--- src/rtl/seven_segment_scanner_if.sv ---
// Load port of the seven-segment scanner: one display image per valid/ready transfer.
interface seven_segment_scanner_if;
  logic [15:0] loadValue;
  logic [3:0]  loadDp;
  logic [3:0]  loadMask;
  logic        loadValid;
  logic        loadReady;

  modport master (output loadValue, loadDp, loadMask, loadValid, input loadReady);
  modport slave  (input loadValue, loadDp, loadMask, loadValid, output loadReady);
endinterface

--- src/rtl/seven_segment_scanner.sv ---
// Four-digit multiplexed seven-segment driver with per-slot blanking and
// frame-aligned double buffering of the displayed value.
module seven_segment_scanner #(
  parameter int unsigned REFRESH_DIV    = 100000,
  parameter int unsigned BLANK_CYCLES   = 1000,
  parameter bit          SEG_ACTIVE_LOW = 1'b0
) (
  input  logic                   clock,
  input  logic                   resetN,
  seven_segment_scanner_if.slave load,
  output logic                   frameStart,
  output logic [7:0]             sevenSegmentData,
  output logic [3:0]             sevenSegmentEnable
);
  localparam int unsigned      CNT_W     = (REFRESH_DIV > 2) ? $clog2(REFRESH_DIV) : 1;
  localparam logic [CNT_W-1:0] SLOT_LAST = CNT_W'(REFRESH_DIV - 1);
  localparam logic [CNT_W-1:0] BLANK_END = CNT_W'(BLANK_CYCLES);
  localparam logic [7:0]       SEG_OFF   = SEG_ACTIVE_LOW ? 8'hFF : 8'h00;

  if (REFRESH_DIV < 2 || BLANK_CYCLES >= REFRESH_DIV) begin : g_param_check
    $error("seven_segment_scanner: need REFRESH_DIV >= 2 and BLANK_CYCLES < REFRESH_DIV");
  end

  function automatic logic [6:0] hex7seg(input logic [3:0] nib);
    logic [6:0] seg;
    seg = 7'h00;
    case (nib)
      4'h0: seg = 7'h3F;
      4'h1: seg = 7'h06;
      4'h2: seg = 7'h5B;
      4'h3: seg = 7'h4F;
      4'h4: seg = 7'h66;
      4'h5: seg = 7'h6D;
      4'h6: seg = 7'h7D;
      4'h7: seg = 7'h07;
      4'h8: seg = 7'h7F;
      4'h9: seg = 7'h6F;
      4'hA: seg = 7'h77;
      4'hB: seg = 7'h7C;
      4'hC: seg = 7'h39;
      4'hD: seg = 7'h5E;
      4'hE: seg = 7'h79;
      4'hF: seg = 7'h71;
    endcase
    return seg;
  endfunction

  logic [CNT_W-1:0] slot_cnt_q, slot_cnt_d;
  logic [1:0]       digit_q, digit_d;
  logic [15:0]      act_value_q, act_value_d, pend_value_q, pend_value_d;
  logic [3:0]       act_dp_q, act_dp_d, act_mask_q, act_mask_d;
  logic [3:0]       pend_dp_q, pend_dp_d, pend_mask_q, pend_mask_d;
  logic             pend_empty_q, pend_empty_d;
  logic             started_q, started_d;
  logic             frame_start_q, frame_start_d;
  logic [7:0]       seg_q, seg_d;
  logic [3:0]       en_q, en_d;
  logic             slot_end, frame_end, accept, blank;
  logic [3:0]       nibble;

  // Scan counters, pending/active image swap at the frame boundary, and output decode.
  always_comb begin
    slot_end      = (slot_cnt_q == SLOT_LAST);
    frame_end     = slot_end && (digit_q == 2'd3);
    accept        = load.loadValid && pend_empty_q;
    blank         = (slot_cnt_q < BLANK_END);
    nibble        = 4'(act_value_q >> {digit_q, 2'b00});

    slot_cnt_d    = slot_end ? '0 : slot_cnt_q + CNT_W'(1);
    digit_d       = slot_end ? digit_q + 2'd1 : digit_q;
    act_value_d   = act_value_q;
    act_dp_d      = act_dp_q;
    act_mask_d    = act_mask_q;
    pend_value_d  = pend_value_q;
    pend_dp_d     = pend_dp_q;
    pend_mask_d   = pend_mask_q;
    pend_empty_d  = pend_empty_q;
    started_d     = 1'b1;
    frame_start_d = frame_end || !started_q;
    en_d          = 4'b0000;
    seg_d         = SEG_OFF;

    if (frame_end && !pend_empty_q) begin
      act_value_d  = pend_value_q;
      act_dp_d     = pend_dp_q;
      act_mask_d   = pend_mask_q;
      pend_value_d = '0;
      pend_dp_d    = '0;
      pend_mask_d  = '0;
      pend_empty_d = 1'b1;
    end

    // accept implies pending is empty, so it never collides with the swap above
    if (accept) begin
      pend_value_d = load.loadValue;
      pend_dp_d    = load.loadDp;
      pend_mask_d  = load.loadMask;
      pend_empty_d = 1'b0;
    end

    if (!blank) begin
      en_d  = (4'b0001 << digit_q) & act_mask_q;
      seg_d = {act_dp_q[digit_q], hex7seg(nibble)} ^ SEG_OFF;
    end
  end

  always_ff @(posedge clock or negedge resetN) begin
    if (!resetN) begin
      slot_cnt_q    <= '0;
      digit_q       <= '0;
      act_value_q   <= '0;
      act_dp_q      <= '0;
      act_mask_q    <= '0;
      pend_value_q  <= '0;
      pend_dp_q     <= '0;
      pend_mask_q   <= '0;
      pend_empty_q  <= 1'b1;
      started_q     <= 1'b0;
      frame_start_q <= 1'b0;
      en_q          <= '0;
      seg_q         <= SEG_OFF;
    end else begin
      slot_cnt_q    <= slot_cnt_d;
      digit_q       <= digit_d;
      act_value_q   <= act_value_d;
      act_dp_q      <= act_dp_d;
      act_mask_q    <= act_mask_d;
      pend_value_q  <= pend_value_d;
      pend_dp_q     <= pend_dp_d;
      pend_mask_q   <= pend_mask_d;
      pend_empty_q  <= pend_empty_d;
      started_q     <= started_d;
      frame_start_q <= frame_start_d;
      en_q          <= en_d;
      seg_q         <= seg_d;
    end
  end

  assign load.loadReady      = pend_empty_q;
  assign frameStart          = frame_start_q;
  assign sevenSegmentData    = seg_q;
  assign sevenSegmentEnable  = en_q;
endmodule

--- src/flat_wrapper.sv ---
// flat-port wrapper written by rule: the top's interface ports become plain ports
module seven_segment_scanner_flat 
#(
  parameter int unsigned REFRESH_DIV    = 100000,
  parameter int unsigned BLANK_CYCLES   = 1000,
  parameter bit          SEG_ACTIVE_LOW = 1'b0
)
  (clock, resetN, frameStart, sevenSegmentData, sevenSegmentEnable, load_loadValue, load_loadDp, load_loadMask, load_loadValid, load_loadReady);
  seven_segment_scanner_if load_i ();
  input  logic clock;
  input  logic resetN;
  output logic frameStart;
  output logic [7:0] sevenSegmentData;
  output logic [3:0] sevenSegmentEnable;
  input wire logic [$bits(load_i.loadValue)-1:0] load_loadValue;
  input wire logic [$bits(load_i.loadDp)-1:0] load_loadDp;
  input wire logic [$bits(load_i.loadMask)-1:0] load_loadMask;
  input wire logic [$bits(load_i.loadValid)-1:0] load_loadValid;
  output wire logic [$bits(load_i.loadReady)-1:0] load_loadReady;
  assign load_i.loadValue = load_loadValue;
  assign load_i.loadDp = load_loadDp;
  assign load_i.loadMask = load_loadMask;
  assign load_i.loadValid = load_loadValid;
  assign load_loadReady = load_i.loadReady;
  seven_segment_scanner #(.REFRESH_DIV(REFRESH_DIV), .BLANK_CYCLES(BLANK_CYCLES), .SEG_ACTIVE_LOW(SEG_ACTIVE_LOW)) u_core (.clock(clock), .resetN(resetN), .load(load_i), .frameStart(frameStart), .sevenSegmentData(sevenSegmentData), .sevenSegmentEnable(sevenSegmentEnable));
endmodule
--- config.mk ---
export PLATFORM = sky130hd
export DESIGN_NAME = seven_segment_scanner_flat
export DESIGN_NICKNAME = d
export VERILOG_FILES = /design/src/rtl/seven_segment_scanner_if.sv /design/src/rtl/seven_segment_scanner.sv /design/src/flat_wrapper.sv
export SDC_FILE = /design/constraint.sdc
export NUM_CORES = 1
export LEC_CHECK = 0
export ABC_AREA = 1
export CORE_UTILIZATION = 35
export CTS_BUF_LIST = sky130_fd_sc_hd__clkbuf_2 sky130_fd_sc_hd__clkbuf_4 sky130_fd_sc_hd__clkbuf_8
export CTS_CLUSTER_SIZE = 40
export DETAILED_ROUTE_END_ITERATION = 8
export GPL_TIMING_DRIVEN = 0
export HOLD_SLACK_MARGIN = 0.02
export PLACE_DENSITY = 0.53
export SLEW_MARGIN = 20
export SYNTH_ARGS = -nofsm -noshare
export SYNTH_HDL_FRONTEND = slang
export SYNTH_SLANG_ARGS = --single-unit
export TNS_END_PERCENT = 50
--- constraint.sdc ---
create_clock -name clock -period 3.75 [get_ports clock]
set_clock_uncertainty 0.05 [all_clocks]
set_input_delay 0.75 -clock clock [delete_from_list [all_inputs] [get_ports clock]]
set_output_delay 0.75 -clock clock [all_outputs]
set_load 0.03 [all_outputs]
**After elaboration in Yosys (flattened, before gate mapping)**

Memories as Yosys holds them, arrays and structs flattened.
Cells that the tools add are included.

- Bits in registers: 82
- ROM bits: 112
- Input bits: 27
- Output and inout bits: 14
- Word-level logic and storage cells: 42
- Memories kept: 1

Memories:

| name | words | width | rd ports | clocked after memory_dff | write ports | RTL line | text |
|---|---|---|---|---|---|---|---|
| (name not given) | 16 | 7 | 1 | 0 | 0 | seven_segment_scanner.sv:27 | `case (nib)` |

- Add/sub/neg operators: 2
- $lt $le $gt $ge: 2
- Equal/unequal tests: 2
- Shift-type cells: 2
- Mux-type cells: 12
- Bitwise gates (word level): 1
- Reductions and logical operators: 7

Operator list:

| operator | count |
|---|---|
| $mux W16 | 2 |
| $add A17 B1 Y17 const B | 1 |
| $eq A17 B17 Y1 const B | 1 |
| $lt A17 B10 Y1 const B | 1 |
| $mux W17 | 1 |
| $mux W4 | 4 |
| $shr A16 B4 Y4 | 1 |
| $mux W8 | 1 |
| $and A4 B4 Y4 | 1 |
| $shl A1 B2 Y4 const A | 1 |
| $logic_and A1 B1 Y1 | 3 |
| $lt A2 B3 Y1 const B | 1 |
| $mux W1 | 3 |
| $add A2 B1 Y2 const B | 1 |
| $bmux W1 S2 | 1 |
| $eq A2 B2 Y1 const B | 1 |
| $logic_not A1 Y1 | 2 |
| $reduce_bool A2 Y1 | 1 |
| $logic_or A1 B1 Y1 | 1 |

**Logic depth before layout (Yosys ltp)**

- Word-level depth: 5
- Gate-level depth with buffers: 13
- Mapped depth without buffers: 12

**Worst setup path after synthesis**

OpenSTA, ideal clock, no wires.

- Kind: register to register
- Start: register u_core.digit_q[0]
- End: register u_core.seg_q[3], in the netlist u_core.sevenSegmentData[3]
- Setup time: 0.119 ns
- Data arrival time: 1.653 ns
- Data required time: 3.581 ns
- Slack: 1.927 ns
- Cell stages (with the launch flop): 13
- Buffers on the path: 1
- Clock period less this slack: 1.823 ns
- Path through: dfrtp_1 > inv_1 > buf_2 > nor2_1 > nor2_1 > o21ai_0 > nand2_1 > inv_1 > ha_1 > o21ai_0 > nand2_1 > nand2_1 > nor2_1

- Word-level cells in the longest chain between the ends: 3

RTL lines:

| item | RTL line | text |
|---|---|---|
| start: declaration | seven_segment_scanner.sv:49 | `logic [1:0] digit_q, digit_d;` |
| start signal: assignment | seven_segment_scanner.sv:124 | `digit_q <= digit_d;` |
| $shr A16 B4 Y4 | seven_segment_scanner.sv:67 | `nibble = 4'(act_value_q >> {digit_q, 2'b00});` |
| $mem_v2 Z16 W7 | - |  |
| $mux W8 | seven_segment_scanner.sv:101 | `if (!blank) begin` |
| net u_core.seg_d[3] | seven_segment_scanner.sv:56 | `logic [7:0] seg_q, seg_d;` |
| end signal: assignment | seven_segment_scanner.sv:135 | `seg_q <= seg_d;` |
| end: declaration | seven_segment_scanner.sv:56 |  |

The timed path passes the listed nets, and every way through them passes these cells.
A chain may end at the register's enable or synchronous reset.

**Worst setup path after layout**

- Start: register u_core.pend_empty_q, in the netlist u_core.load.loadReady
- End: output port load_loadReady

RTL lines:

| item | RTL line | text |
|---|---|---|
| start: declaration | seven_segment_scanner.sv:53 | `logic pend_empty_q, pend_empty_d;` |
| start signal: assignment | seven_segment_scanner.sv:131 | `pend_empty_q <= pend_empty_d;` |
| end: declaration | flat_wrapper.sv:19 | `output wire logic [$bits(load_i.loadReady)-1:0] load_loadReady;` |

No word-level cell between the ends.

==> impl_metrics.toml <==
[final_layout]
final_cells = 671
drive_above_1_share_pct = 6.40
antenna_cells = 0
multiInputGateArea_um2 = 1590
fillers = 1097
mostFrequentLayoutCell = "nand2_1"
nNetsFinal = 564
ff_latch_area_um2 = 2050
final_cell_mix = "nand2_1, dfrtp_1, nor2_1"
area_delta_synth_final_pct = 21.5

[sta]
setup_ws_ps = 1370
final-setup-viol-count = 0
fmaxAchievable_mhz = 420
slew_violations = 0
worst_pin_slew_ps = 551
rsz0062_at_grt = "no"
fin_crit_ps = 2380
post-route-period-util_pct = 63.4
fin_hold_ws_ps = 330
hold_violations = 0
slew_headroom_pct = 63.3

[placement]
gp_congestion = 0.840
pre_cts_ws_ps = 1520
hpwl_um = 6000
placed_cells = 655
io_buffer_count = 40

[route]
drt-initial-drc-count = 99
remaining_drc_errors = 0
vias = 3095
vias_per_cell = 4.61
wl_per_cell_um = 12.1
ant_nets = 0
wirelength_um = 8100
first_pass_iters = 4

[cts]
htreeDepth = 3
cts_setup_buffers = 0
cts.hold.buffers_added = 0
cts_tree = "done"
clk_pin_slew_ps = 80
cts_root_buffer = "clkbuf_8"
cts_inserted_buffers = 9
clk_path_buf_depth = 2
numClockSinks = 82
clock_latency_ps = 350
ctsResizeCount = 0

[setup_path]
end_kind = "primary output"
cp_num_cells = 1
crit_chain = "clkdlybuf4s50_1"
cp_max_fo = 3
critPathSlowestCell = "clkdlybuf4s50_1"
path_delay_family = "buffers and inverters"
cp.arrival_ps = 1580
r2r_end = "u_core.sevenSegmentData[3]$_DFF_PN0_"
worst_setup_path_start_kind = "register"
cp_num_buf_inv = 1
worstSetupPathType = "reg2out"
slowest_delay_ps = 670
crit_required_ps = 2950
rrSetupSlack_ps = 1650
r2r.worst_path.cells = 12
r2r_start = "u_core.digit_q[0]$_DFFE_PN0N_"

[synthesis]
synth_edf_count = 0
synth_cells = 474
synthAdderAreaFrac_pct = 3.56
muxShareOfSynthArea_pct = 0
synth-simple-area-share_pct = 32.9
synth_xor_area_share_pct = 1.58
synth_seq_cells = 82
async_flop_share_pct = 100
avgSynthCellArea_um2 = 8.17
syn-cell-area_um2 = 3870
synth_compound_area_share_pct = 2.94
yosys_warnings = 0
synth_top_family_by_area = "simple AND/OR/NAND/NOR gates"
ys_seq_area_share_pct = 53.0
yosysUniqueCellTypes = 26
syn-num-nets = 512
synth_flop_cell = "dfrtp_1"

[floorplan]
io_pins = 41
die_h_um = 107
start_util_pct = 35.9
die_x_um = 107
die-area_um2 = 11500
rows = 38
core_area_um2 = 10800

[power_and_ir_drop]
peakVddDrop_uv = 148
total_power_mw = 1.75
p_leak_nw = 2.39
power.density_nw_per_um2 = 373

[grt]
grt_overflow = 0
grt_pass1_wl_um = 14100
grt_pass1_vias = 2985
grt_max_degree = 43
grt_use_total_pct = 15.9
antenna_found_initial = 0

[run_status]
status = "completed"

[worst_hold_path]
min_path_type = "in2async"

[run]
max-cap-violations = 0
worst max-delay path by stage:
stage | start | to | slack [ps]
6_report | u_core.load.loadReady$_DFFE_PN1P_ | load_loadReady | 1370
5_1_grt | u_core.load.loadReady$_DFFE_PN1P_ | load_loadReady | 1310
4_1_cts | u_core.load.loadReady$_DFFE_PN1P_ | load_loadReady | 1340
3_5_place_dp | load_loadValid | u_core.pend_mask_q[3]$_DFFE_PN0P_ | 1520
3_3_place_gp | resetN | u_core.sevenSegmentData[5]$_DFF_PN0_ | -1160
2_1_floorplan | u_core.digit_q[0]$_DFFE_PN0N_ | u_core.sevenSegmentData[3]$_DFF_PN0_ | 1930
state kept, by name, summed over array words and instances, names as in the netlist:
register and flops:
u_core.digit_q 2, u_core.frameStart 1, u_core.load.loadReady 1, u_core.pend_value_q 16, u_core.sevenSegmentEnable 4, u_core.act_mask_q 4, u_core.act_dp_q 4, u_core.act_value_q 16
u_core.sevenSegmentData 8, u_core.pend_mask_q 4, u_core.started_q 1, u_core.pend_dp_q 4, u_core.slot_cnt_q 17
final cells by class:
class	count	area share, %
plain buffers	18	1.68
inverters	40	3.19
clock buffers	12	3.51
well taps	140	3.73
repair buffers	41	8.89
multi-input cells	334	33.8
clock inverters	4	1.54
flip-flops and latches	82	43.7
per-stage QoR:
step           instance area, um^2  util, %  TNS [ps]
2_1_floorplan                 3870        -         0
3_3_place_gp                  4450     41.2    -93840
3_5_place_dp                  4460     41.4         0
4_1_cts                       4700     43.6         0
5_1_grt                       4700     43.6         0
6_report                      4700     43.6         0
power by group:
part | total [mW] | leakage, nW | switching, mW | internal [mW]
sequential | 0.934 | 1.09 | 0.0189 | 0.915
combinational | 0.0748 | 1.18 | 0.0351 | 0.0397
clock | 0.744 | 0.119 | 0.316 | 0.429
total | 1.75 | 2.39 | 0.370 | 1.38
cell usage after synthesis, types with 2 or more instances:
| library cell | instances | area, um^2 |
|---|---|---|
| ha_1 | 11 | 138 |
| buf_2 | 9 | 45.0 |
| dfrtp_1 | 81 | 2030 |
| o21ai_0 | 14 | 70.1 |
| xor2_1 | 6 | 52.6 |
| inv_2 | 2 | 7.51 |
| nand4_1 | 27 | 169 |
| nand3_1 | 42 | 210 |
| nand2_1 | 163 | 612 |
| nor2_1 | 46 | 173 |
| inv_1 | 36 | 135 |
| clkbuf_1 | 9 | 33.8 |
| nor3_1 | 9 | 45.0 |
| clkinv_1 | 2 | 7.51 |
| a21oi_1 | 6 | 30.0 |
cells by family (layout without fill, tap and decap cells):
family | Yosys count | count (layout)
and+or+nand+nor | 293 | 293
xor gates and xnor gates | 7 | 7
other | 1 | 1
AOI/OAI and AO/OA | 22 | 22
DFF | 82 | 82
buffers and inverters | 58 | 115
adders and majority gates | 11 | 11
layer usage:
layer	GRT usage (%)	wire length, um	vias up
met3	3.65	274	9
li1	-	-	1625
met2	25.0	3660	52
met4	6.16	114	0
met1	21.3	4050	1409
met5	0	0	-
Note: power is estimated with default switching activity, not from simulation.
